## src/rtl/bias_loader_pkg.sv

```systemverilog
// Shared layer definitions for the bias loader: byte width,
// loader state encoding and the lane-index width helper.
package bias_loader_pkg;

    localparam int BYTE_W = 8;

    typedef enum logic {
        FILL = 1'b0,
        FULL = 1'b1
    } ld_state_e;

    function automatic int idx_w(input int size);
        return $clog2(size);
    endfunction

endpackage

```

## src/rtl/bias_loader.sv

```systemverilog
// Serial-to-parallel bias loader: bytes fill a shadow bank,
// a swap commits the full shadow bank to the active bias vector.
module bias_loader
    import bias_loader_pkg::*;
#(
    parameter int SIZE = 16
) (
    input  logic                   clock,
    input  logic                   reset,
    input  logic [BYTE_W-1:0]      in_data,
    input  logic                   in_valid,
    output logic                   in_ready,
    input  logic                   flush,
    input  logic                   swap,
    output logic [BYTE_W*SIZE-1:0] bias_out,
    output logic                   bias_valid,
    output logic                   shadow_full
);

    localparam int            IW   = idx_w(SIZE);
    localparam logic [IW-1:0] LAST = IW'(SIZE - 1);

    ld_state_e                          state_q;
    logic [IW-1:0]                      idx_q;
    logic [SIZE-1:0][BYTE_W-1:0]        shadow_q;
    logic [SIZE-1:0][BYTE_W-1:0]        active_q;
    logic                               bias_valid_q;
    logic                               shadow_full_q;
    logic                               in_ready_q;
    logic                               beat;

    assign beat = in_valid && in_ready_q;

    // Priority: reset, flush, swap (FULL only), accepted beat (FILL only)
    always_ff @(posedge clock) begin
        if (reset) begin
            state_q       <= FILL;
            idx_q         <= '0;
            shadow_q      <= '0;
            active_q      <= '0;
            bias_valid_q  <= 1'b0;
            shadow_full_q <= 1'b0;
            in_ready_q    <= 1'b0;
        end else if (flush) begin
            state_q       <= FILL;
            idx_q         <= '0;
            shadow_full_q <= 1'b0;
            in_ready_q    <= 1'b1;
        end else begin
            unique case (state_q)
                FILL: begin
                    in_ready_q <= 1'b1;
                    if (beat) begin
                        shadow_q[idx_q] <= in_data;
                        if (idx_q == LAST) begin
                            idx_q         <= '0;
                            state_q       <= FULL;
                            shadow_full_q <= 1'b1;
                            in_ready_q    <= 1'b0;
                        end else begin
                            idx_q <= idx_q + IW'(1);
                        end
                    end
                end
                FULL: begin
                    in_ready_q <= 1'b0;
                    if (swap) begin
                        active_q      <= shadow_q;
                        bias_valid_q  <= 1'b1;
                        shadow_full_q <= 1'b0;
                        state_q       <= FILL;
                        in_ready_q    <= 1'b1;
                    end
                end
                default: begin
                    state_q <= FILL;
                end
            endcase
        end
    end

    assign in_ready    = in_ready_q;
    assign bias_out    = active_q;
    assign bias_valid  = bias_valid_q;
    assign shadow_full = shadow_full_q;

endmodule
```

## config.mk

```make
export PLATFORM = sky130hd
export DESIGN_NAME = bias_loader
export DESIGN_NICKNAME = d
export VERILOG_FILES = /design/src/rtl/bias_loader_pkg.sv /design/src/rtl/bias_loader.sv
export SDC_FILE = /design/constraint.sdc
export NUM_CORES = 1
export LEC_CHECK = 0
export BUFFER_PORTS_ARGS = -buffer_cell sky130_fd_sc_hd__buf_2
export CAP_MARGIN = 20
export CORE_MARGIN = 5
export CORE_UTILIZATION = 61
export DETAILED_ROUTE_END_ITERATION = 7
export PLACE_DENSITY = 0.84
export SYNTH_ARGS = -nofsm -noshare
export SYNTH_HDL_FRONTEND = slang
export SYNTH_SLANG_ARGS = --single-unit
```

## constraint.sdc

```tcl
create_clock -name clock -period 3.1 [get_ports clock]
set_input_delay 0.31 -clock clock [delete_from_list [all_inputs] [get_ports clock]]
set_output_delay 0.31 -clock clock [all_outputs]
set_load 0.01 [all_outputs]
```

# [Word level (Yosys, flattened, before mapping)]
# Index checks and enable logic that the tools add are counted.
[totals] register_bits=264 inputBits=13 out_inout_bits=131 elab_cells=70
[classes] n_addsub=1 n_lt_le_gt_ge=2 eq_ne=4 muxes=17 bitwise=2 reduce_logical=7
[ops] cell="bitwise mux 128 bit" count=1
[ops] cell="demux 8 bit (select 4 bit)" count=1
[ops] cell="two-way mux 1 bit" count=10
[ops] cell="AND reduction 3 bit" count=3
[ops] cell="two-way mux 8 bit" count=1
[ops] cell="inequality test 2 bit, second input constant" count=3
[ops] cell="one-hot mux 1 bit (2 select lines)" count=3
[ops] cell="< comparator 4 x 5 -> 1 bit, second input constant" count=1
[ops] cell="adder 4 x 1 -> 4 bit, second input constant" count=1
[ops] cell="== test 4 bit, second input constant" count=1
[ops] cell=">= comparator 4 x 1 -> 1 bit, second input constant" count=1
[ops] cell="two-way mux 4 bit" count=1
[ops] cell="logical AND 1 bit" count=2
[ops] cell="inverter 1 bit" count=2
[ops] cell="AND reduction 2 bit" count=1
[ops] cell="OR reduction 2 bit" count=1

# [Logic depth before layout (Yosys ltp)]
# Gate-level depths: netlist (run 1).
[logic_depth] ltp_word=5 mapped_depth=6 mapped_depth_nobuf=4

# [Worst setup path before layout (run 1)]
# Ideal clock, no wire load.
[synth_timing] path_kind="register to register" startpoint="reg idx_q[1]" endpoint="reg shadow_q[120] (netlist bit)" setup_ns=0.132 arrival_ns=1.474 required_ns=2.968 setup_slack_ns=1.494 stages_incl_launch_ff=6 path_buffers=1 period_less_slack_ns=1.606 path_cell_list="dfxtp_1 > ha_1 > nand3_1 > or3_1 > buf_4 > mux2i_1"
[synth_via] elab_chain_len=5 elab_cells_between_ends=6 cone_classes="2 x order compare; 3 x mux; 1 x reduce/logical"
[synth_lines] item="start: declaration" line="bias_loader.sv:24" source="logic [IW-1:0] idx_q;"
[synth_lines] item="start signal: assignment" line="bias_loader.sv:61" source="idx_q <= idx_q + IW'(1);"
[synth_lines] item="< comparator 4 x 5 -> 1 bit (implied by the code) / >= comparator 4 x 1 -> 1 bit (equally long branches)" line="bias_loader.sv:54" source="shadow_q[idx_q] <= in_data;"
[synth_lines] item="logical AND 1 bit (implied by the code)" line="bias_loader.sv:54"
[synth_lines] item="two-way mux 8 bit (implied by the code)" line="bias_loader.sv:54"
[synth_lines] item="demux 8 bit (select 4 bit) (*)" line="bias_loader.sv:54"
[synth_lines] item="bitwise mux 128 bit (*)" line="bias_loader.sv:54"
[synth_lines] item="end signal: indexed assignment" line="bias_loader.sv:54"
[synth_lines] item="end: declaration" line="bias_loader.sv:25" source="logic [SIZE-1:0][BYTE_W-1:0] shadow_q;"
# Every way passes the cells marked *; elsewhere a longest branch is shown, timed or not.
# A chain may end at the register's enable or synchronous reset.

# [Worst setup path after layout (run 1)]
[layout_timing] startpoint="reg state_q" endpoint="reg shadow_q[53] (netlist bit)"
[layout_via] elab_chain_len=2
[layout_lines] item="start: declaration" line="bias_loader.sv:23" source="ld_state_e state_q;"
[layout_lines] item="start signal: assignment" line="bias_loader.sv:37" source="state_q <= FILL;"
[layout_lines] item="start signal: assignment" line="bias_loader.sv:45" source="state_q <= FILL;"
[layout_lines] item="start signal: assignment" line="bias_loader.sv:57" source="state_q <= FULL;"
[layout_lines] item="inverter 1 bit (no source line)"
[layout_lines] item="AND reduction 3 bit (no source line)"
# Every way passes these cells.

==> results.md, run 1 <==
* Status: complete, no violations
* CTS tree: done
* Fill cells at roughly 1200
* GRT overflow at 0
* Root buf cell: clkbuf_16
* GPL Wtd Cong at 0.8136
* Vias in the first global route at 6945
* Die area at 0.01881 mm^2
* Max clock buf depth at 3
* Vias per inst at 5.295
* Max Freq at around 480 MHz
* Fin Setup TNS at 0 ns
* Setup crit start kind: flip-flop
* Worst-Skew Late Latency at 0.52 ns
* # DRC at 0
* Iter 0 DRT Violations at approximately 540
* Die X at 137.1 um
* Post-synth EDFFs at 0
* Gr usage total at 22.97%
* Initial Util at 62.07%
* Postcts setup bufs at 0
* Register area share after synthesis at 53.60%
* HPWL after DPL at 13.16 mm
* Final setup viols at 0
* Top_reg_cell synth: dfxtp_1
* Via count at 7296
* Placement Setup Slack at 0.9340 ns
* Asr flop ratio synth at 0%
* CTS H-tree lvls at 1
* Top delay family on crit path: simple AND/OR/NAND/NOR gates
* Core Footprint at about 0.016 mm^2
* Cts repair resizes at 0
* CP peak stage delay at 0.81 ns
* Area Overhead vs Synth at 16.95%
* Routed length per instance at 15.83 um
* Synth area leaders: dfxtp_1 (54%), mux2i_1 (13%), nand2_1 (9.8%), nand2b_1 (8.6%), a21oi_1 (6.6%)
* Total power at between 7 and 8 mW
* Most frequent cells after synthesis: dfxtp_1 (264), nand2_1 (257), nand2b_1 (136)
* TritonCTS Sinks at 264
* Fraction of layout cells with a size suffix above 1 at 18.07%
* Min-delay worst type: in -> reg
* CP Capture Type: flip-flop
* Site Rows at 46
* Pre-antenna DRT Iters at 5
* Nets at between 1000 and 1500
* Post-layout util at 72.60%
* Slew Limit Fails at 0
* Fin. Hold Viols at 0
* Post-synthesis cell count at 1047
* Unrepaired setup endpoints after global routing: no
* CP bufs+invs at 0
* Die span in y at 137.1 um
* Final WS setup at 1.012 ns
* Yosys top cell by area: dfxtp_1
* Largest net degree at the start of global routing at 138
* Fin crit period at between 2 and 2.5 ns
* Top-count cell post-synth: dfxtp_1
* PD cells at 608.2 mW/mm^2
* Slew margin rel. at 28.11%
* Worst vdd ir at between 0.4 and 0.5 mV
* Mapped Avg Cell Area at about 9.4 um^2
* First-pass GRT wire length at between 30 and 40 mm
* Initial antenna violation count at 1
* CP Cell Sequence: and4bb_2, and3_1, mux2i_1
* IO Pins at 144
* CTS Buf Count at 26
* Lkg Pwr at 5.166 nW
* #FFs+latches synth at 264
* Crit path required time at 3.52 ns
* Worst-margin pin slew at between 1 and 1.5 ns
* Port Buffer Count at 143
* WP data arrival at ~2.5 ns
* Max cap viols at 0
* ANT nets after route at 0
* Hold-fix buffers, CTS at 0
* Synthesized cell area at 0.009861 mm^2
* Crit path max fanout at 15
* Sequential cell area at 0.005285 mm^2
* Synth warn at 0
* Routed Wire Length at 21.81 mm
* Clock Skew at 0.008708 ns
* Critical Path Slowest Stage Cell: and4bb_2
* Post-synth cell types at 33
* Post-Synthesis Net Count at 1064
* Final worst-path cycle share at 67.34%
* Antenna Cells at 0
* Top cell type's share of synthesized area at 53.60%
* Multi-input logic area at 0.004203 mm^2
* Clock transition at path regs at 0.07 ns
* Critical path class: reg -> reg
-- report_power, final --
group	total (mW)	leakage (nW)	switching [mW]	internal, mW
logic	0.157	2.56	0.108	0.0499
clock network	3.46	0.481	1.28	2.17
registers	3.40	2.13	0.00360	3.40
-- sequential cells by signal, summed over array words and instances, names as in the netlist --
register and flops:
shadow_q 128, idx_q 4, state_q 1, in_ready 1, bias_valid 1, bias_out 128
shadow_full 1
-- worst paths after layout --
check | from | end | slack [ns] | depth (start not counted)
worst max register to register | state_q | shadow_q[53] | 1.01 | 3
worst min register to register | shadow_q[33] | bias_out[33] | 0.45 | 2
worst max-delay path | state_q | shadow_q[53] | 1.01 | 3
worst min-delay path | flush | shadow_full | 0.08 | 2
-- logic make-up after synthesis --
kind of cell	after synthesis	synth area share [%]
muxes	129	13.09
xor gates and xnor gates	2	0.1777
AOI/OAI and AO/OA	134	6.852
DFF	264	53.60
and+or+nand+nor	428	21.95
buffers and inverters	86	3.819
adders and majority gates	4	0.5076
-- layout make-up --
type | instances | area share (%)
Timing Repair Buffer | 149 | 6.868
Sequential cell | 264 | 45.83
Multi-Input combinational cell | 697 | 36.44
Clock buffer | 37 | 6.792
Inverter | 4 | 0.1302
Tap cell | 216 | 2.343
Clock inverter | 11 | 1.595
-- layout by cell type (no fill, tap or decap), types with 5 or more instances in the layout --
cell,instances
nand3_4,10
clkbuf_8,7
mux2i_1,129
clkbuf_16,27
dfxtp_1,264
a21oi_1,130
bufinv_16,5
buf_2,142
nor2_1,5
nand2b_1,136
nand2_1,257
clkinv_2,5
-- through the flow --
step	cells	hold slack [ns]	instance area, um^2
finish	1378	0.07530	11530
global placement	1330	0.4386	10570
floorplan	1047	0.4323	9861
global route	1378	0.07162	11530
detailed placement	1330	0.4430	10570
CTS	1378	0.05857	11530
-- layer usage --
layer  vias up  wire length [um]  share of wire (%)  track usage (%)
met5         -                 9              0.041                0
met4         2               370                1.7            5.322
met3        32              1255                5.8            3.529
met2       176             10440                 48            38.31
met1      3490              9740                 45            31.58
li1       3596                 -                  -                -
Power figures use the tool's default switching activity.
==> run 2: changes to the inputs <==
CORE_UTILIZATION = 51   (was 61)
PLACE_DENSITY = 0.75   (was 0.84)
clock period = 1.9 ns   (was 3.1 ns; I/O delays follow)
==> results.md, run 2 (synthesis results as in run 1) <==
* GPL Wtd Cong at 0.7757 (-4.7%)
* Port Buffer Count at 143 (unchanged)
* Via count at 7179 (-1.6%)
* Unrepaired setup endpoints after global routing: no
* Area Overhead vs Synth at 18.13%
* Clock transition at path regs at 0.06 ns (about the same)
* IO Pins at 144 (unchanged)
* CP Capture Type: flip-flop
* Max cap viols at 0 (unchanged)
* Fill cells at 1621 (+34%)
* Gr usage total at 19.36% (-3.6 points)
* Die span in y at 149.1 um (+8.7%)
* Final worst-path cycle share at 92.90%
* Largest net degree at the start of global routing at 95 (-31%)
* WP data arrival at 2.15 ns (-0.36 ns)
* Routed Wire Length at 22.08 mm (+1.2%)
* First-pass GRT wire length at 35.69 mm (+1.8%)
* Fin crit period at 1.765 ns
* Max clock buf depth at 3 (unchanged)
* Final setup viols at 0 (unchanged)
* Fin Setup TNS at 0 ns (unchanged)
* Slew Limit Fails at 0 (unchanged)
* Multi-input logic area at 0.004203 mm^2 (unchanged)
* Die X at 149.1 um (+8.7%)
* Fraction of layout cells with a size suffix above 1 at 18.74% (+0.67 points)
* CTS H-tree lvls at 1 (unchanged)
* Vias in the first global route at 6929 (-0.23%)
* CTS tree: done
* PD cells at 924.4 mW/mm^2 (+52%)
* Placement Setup Slack at 0.1582 ns (-0.7758 ns)
* HPWL after DPL at 13.54 mm (+2.9%)
* Status: complete, no violations
* Postcts setup bufs at 0 (unchanged)
* TritonCTS Sinks at 264 (unchanged)
* Worst-margin pin slew at 0.7269 ns (-0.3514 ns)
* Sequential cell area at 0.005285 mm^2 (unchanged)
* Initial antenna violation count at 1 (unchanged)
* Pre-antenna DRT Iters at 4 (-1)
* Nets at 1178 (+1.6%)
* Worst vdd ir at 0.7605 mV (+62%)
* Lkg Pwr at 5.202 nW (+0.70%)
* Routed length per instance at 15.34 um (-3.1%)
* Vias per inst at 4.989 (-5.8%)
* ANT nets after route at 0 (unchanged)
* Iter 0 DRT Violations at 339 (-37%)
* Max Freq at 566.5 MHz
* Min-delay worst type: in -> reg
* Critical path class: in -> reg
* Site Rows at 50 (+8.7%)
* # DRC at 0 (unchanged)
* Crit path required time at 2.29 ns (-1.23 ns)
* Most common cell after layout, fill and taps aside: dfxtp_1
* CTS Buf Count at 26 (unchanged)
* Cts repair resizes at 0 (unchanged)
* Most frequent cells in the layout: dfxtp_1 (264), nand2_1 (257), buf_2 (142)
* Initial Util at 52.19% (-9.9 points)
* Root buf cell: clkbuf_16
* Fin. Hold Viols at 0 (unchanged)
* Worst-Skew Late Latency at 0.52 ns (about the same)
* Die area at 0.02222 mm^2 (+18%)
* Hold_ws at 0.03111 ns (-0.04419 ns)
* Final WS setup at 0.1349 ns (-0.8776 ns)
* Post-layout util at 61.66% (-11 points)
* Antenna Cells at 0 (unchanged)
* Slew margin rel. at 51.36% (+23 points)
* GRT overflow at 0 (unchanged)
* Core Footprint at 0.01889 mm^2 (+19%)
* Setup crit start kind: primary input
* Hold-fix buffers, CTS at 1 (+1)
* Clock Skew at 0.004678 ns (-0.004030 ns)
* Crit path max fanout at 11 (-4)
[run 2: changes by cell type in the layout (fill, tap and decap cells not counted), sizes merged]
| cell | before | now |
|---|---|---|
| buf | 149 | 167 |
| bufinv | 5 | 0 |
| clkbuf | 37 | 43 |
| clkinv | 5 | 2 |
| clkinvlp | 0 | 1 |
| dlygate4sd3 | 0 | 1 |
| inv | 5 | 4 |
[run 2: final cells by class]
cell class | instances | area share, %
well taps | 260 | 2.793
clock buffers | 43 | 7.003
multi-input cells | 697 | 36.08
repair buffers | 168 | 8.475
clock inverters | 3 | 0.1504
inverters | 4 | 0.1289
flip-flops and latches | 264 | 45.37
[run 2: stage by stage]
step	cell area (um^2)	cells	total power, mW
2_1_floorplan	9861	1047	5.861
3_3_place_gp	10810	1392	5.960
3_5_place_dp	10810	1392	5.961
4_1_cts	11650	1439	10.88
5_1_grt	11650	1439	11.16
6_report	11650	1439	10.77
[run 2: critical path, cell delays in order]
cell,delay (ns)
dlygate4sd3_1,0.54
buf_2,0.17
and4bb_2,0.62
nand4_2,0.40
mux2i_1,0.22
[run 2: layer usage]
metal,up-vias,part of all wire (%),track usage [%]
li1,3628,-,-
met5,-,0.050,0
met3,33,5.3,3.768
met4,2,1.5,3.982
met1,3360,48,27.42
met2,156,45,31.03
[run 2: path summary, 6_finish.rpt]
kind / start / endpoint / slack [ns] / cells past startpoint
worst min register to register: bias_out[115] / bias_out[115] / 0.45 / 2
worst min-delay path: reset / bias_out[29] / 0.03 / 2
worst max-delay path: flush / shadow_q[96] / 0.13 / 5
worst max register to register: state_q / shadow_q[96] / 0.17 / 3
[run 2: power breakdown]
part	internal (mW)	total (mW)	switching (mW)
Clock	2.91	4.93	2.02
Sequential	5.54	5.55	0.00567
Combinational	0.108	0.292	0.184
==> run 3: changes to the inputs <==
CORE_UTILIZATION = 34   (was 51)
PLACE_DENSITY = default   (was 0.75)
SKIP_LAST_GASP = 1   (was default)
==> results.md, run 3 (synthesis results as in run 1) <==
* Status: complete, no violations
* Fin. Hold Viols at 0 (unchanged)
* Worst vdd ir at 0.6115 mV (-20%)
* Gr usage total at 14.52% (-4.8 points)
* Clock Skew at 0.01111 ns (+0.006437 ns)
* IO Pins at 144 (unchanged)
* Via count at 7180 (+0.014%)
* Max clock buf depth at 3 (unchanged)
* Initial Util at 34.35% (-18 points)
* Met3 WL at 1.225 mm (+5.0%)
* Routed Wire Length at 24.26 mm (+9.9%)
* Port Buffer Count at 143 (unchanged)
* Routed length per instance at 15.46 um (+0.80%)
* Most common cell after layout, fill and taps aside: dfxtp_1
* Worst-margin pin slew at 0.7224 ns (-0.004521 ns)
* Root buf cell: clkbuf_16
* ANT nets after route at 0 (unchanged)
* Worst-Skew Late Latency at 0.53 ns (about the same)
* GPL Wtd Cong at 0.8219 (+6.0%)
* Pre-antenna DRT Iters at 6 (+2)
* HPWL after DPL at 15.24 mm (+13%)
* Initial antenna violation count at 2 (+1)
* Die span in y at 180.3 um (+21%)
* Met1 wire length at 12.01 mm (+13%)
* Max cap viols at 0 (unchanged)
* Max Freq at 574.9 MHz (+1.5%)
* Setup crit start kind: primary input
* CTS tree: done
* Vias per inst at 4.576 (-8.3%)
* Final worst-path cycle share at 91.54% (-1.4 points)
* Final setup viols at 0 (unchanged)
* TritonCTS Sinks at 264 (unchanged)
* Min-delay worst type: in -> reg
* CP Capture Type: flip-flop
* Area Overhead vs Synth at 21.41%
* CP Cell Sequence: dlygate4sd3_1, buf_2, and4bb_2, and3_1, mux2i_1
* PD cells at 953.2 mW/mm^2 (+3.1%)
* CTS H-tree lvls at 1 (unchanged)
* Core Footprint at 0.02870 mm^2 (+52%)
* Met2 routed WL at 10.58 mm (+6.3%)
* Unrepaired setup endpoints after global routing: no
* CP bufs+invs at 2 (unchanged)
* R2R Setup Slk at 0.19 ns (+0.02 ns)
* Largest net degree at the start of global routing at 82 (-14%)
* WP data arrival at 2.20 ns (+0.05 ns)
* Die area at 0.03251 mm^2 (+46%)
* CP peak stage delay at 0.55 ns (-0.07 ns)
* Critical path class: in -> reg
* Lkg Pwr at 5.292 nW (+1.7%)
* Top delay family on crit path: simple AND/OR/NAND/NOR gates
* Site Rows at 62 (+24%)
* Nets at 1184 (+0.51%)
* Vias in the first global route at 7155 (+3.3%)
* Slew Limit Fails at 0 (unchanged)
* Die X at 180.3 um (+21%)
* GRT overflow at 0 (unchanged)
* Clock transition at path regs at 0.06 ns (about the same)
* Crit path required time at 2.36 ns (+0.07 ns)
* # DRC at 0 (unchanged)
* Postcts setup bufs at 0 (unchanged)
* Crit path max fanout at 9 (-2)
* Fin crit period at 1.739 ns (-0.02581 ns)
* Fraction of layout cells with a size suffix above 1 at 19.51% (+0.77 points)
* Most frequent cells in the layout: dfxtp_1 (264), nand2_1 (257), buf_2 (142)
* Slew margin rel. at 51.66% (+0.30 points)
* Critical Path Slowest Stage Cell: dlygate4sd3_1
* First-pass GRT wire length at 39.29 mm (+10%)
* Fin Setup TNS at 0 ns (unchanged)
* Max Used Layer: met4
* Iter 0 DRT Violations at 435 (+28%)
* Total power at 11.41 mW (+6.0%)
* CTS Buf Count at 28 (+7.7%)
-- run 3: cell types whose count changed in the layout (fill, tap and decap cells not counted), sizes merged --
| cell | before | now |
|---|---|---|
| clkinvlp | 1 | 0 |
| diode | 0 | 1 |
| inv | 4 | 5 |
| clkbuf | 43 | 38 |
| buf | 167 | 171 |
| clkinv | 2 | 5 |
| bufinv | 0 | 3 |
-- run 3: what timing repair did --
| item | 4_1_cts | 5_1_grt |
|---|---|---|
| endpoints found under the hold margin | 4 | 0 |
| gates resized for setup | 0 | 0 |
| hold buffers | 1 | 0 |
-- run 3: path summary, 6_finish.rpt --
kind | start | end | cells past startpoint
hold / removal | swap | in_ready | 3
setup / recovery | flush | shadow_q[55] | 5
hold reg to reg | bias_out[107] | bias_out[107] | 2
setup reg to reg | idx_q[2] | shadow_q[126] | 3
-- run 3: report_power, final --
part	total, mW	internal (mW)	switching (mW)
logic	0.304	0.111	0.193
clock network	5.56	3.40	2.16
registers	5.55	5.54	0.00620
-- run 3: layout make-up --
class | count | area [um^2]
multi-input combinational | 697 | 4203
inverter | 4 | 15.01
fill | 2866 | 16730
timing repair buffer | 172 | 1042
antenna | 1 | 2.502
sequential | 264 | 5285
clock buffer | 38 | 819.5
tap | 384 | 480.5
clock inverter | 9 | 123.9
-- run 3: worst reg2reg max path, cell delays in order (launching register included) --
cell     delay [ns]
dfxtp_1        0.55
nand3_1        0.24
or3_1          0.59
mux2i_1        0.20
-- run 3: per-stage QoR --
step                util [%]  worst slack [ns]  area, um^2  hold slack (ns)  std cells
finish                 41.71            0.1607       11970          0.05579       1569
CTS                    41.70            0.1749       11970          0.02690       1568
detailed placement     38.38            0.1965       11020           0.4435       1520
floorplan                  -            0.2942        9861           0.4083       1047
global placement       38.38            0.2322       11020           0.4394       1520
global route           41.71           0.07300       11970          0.06489       1569
-- run 3: layer usage --
metal / GRT usage, % / vias to the layer above
met3: 2.987 / 33
met1: 21.06 / 3355
met2: 22.60 / 157
met4: 2.783 / 0
met5: 0 / -
li1: - / 3635
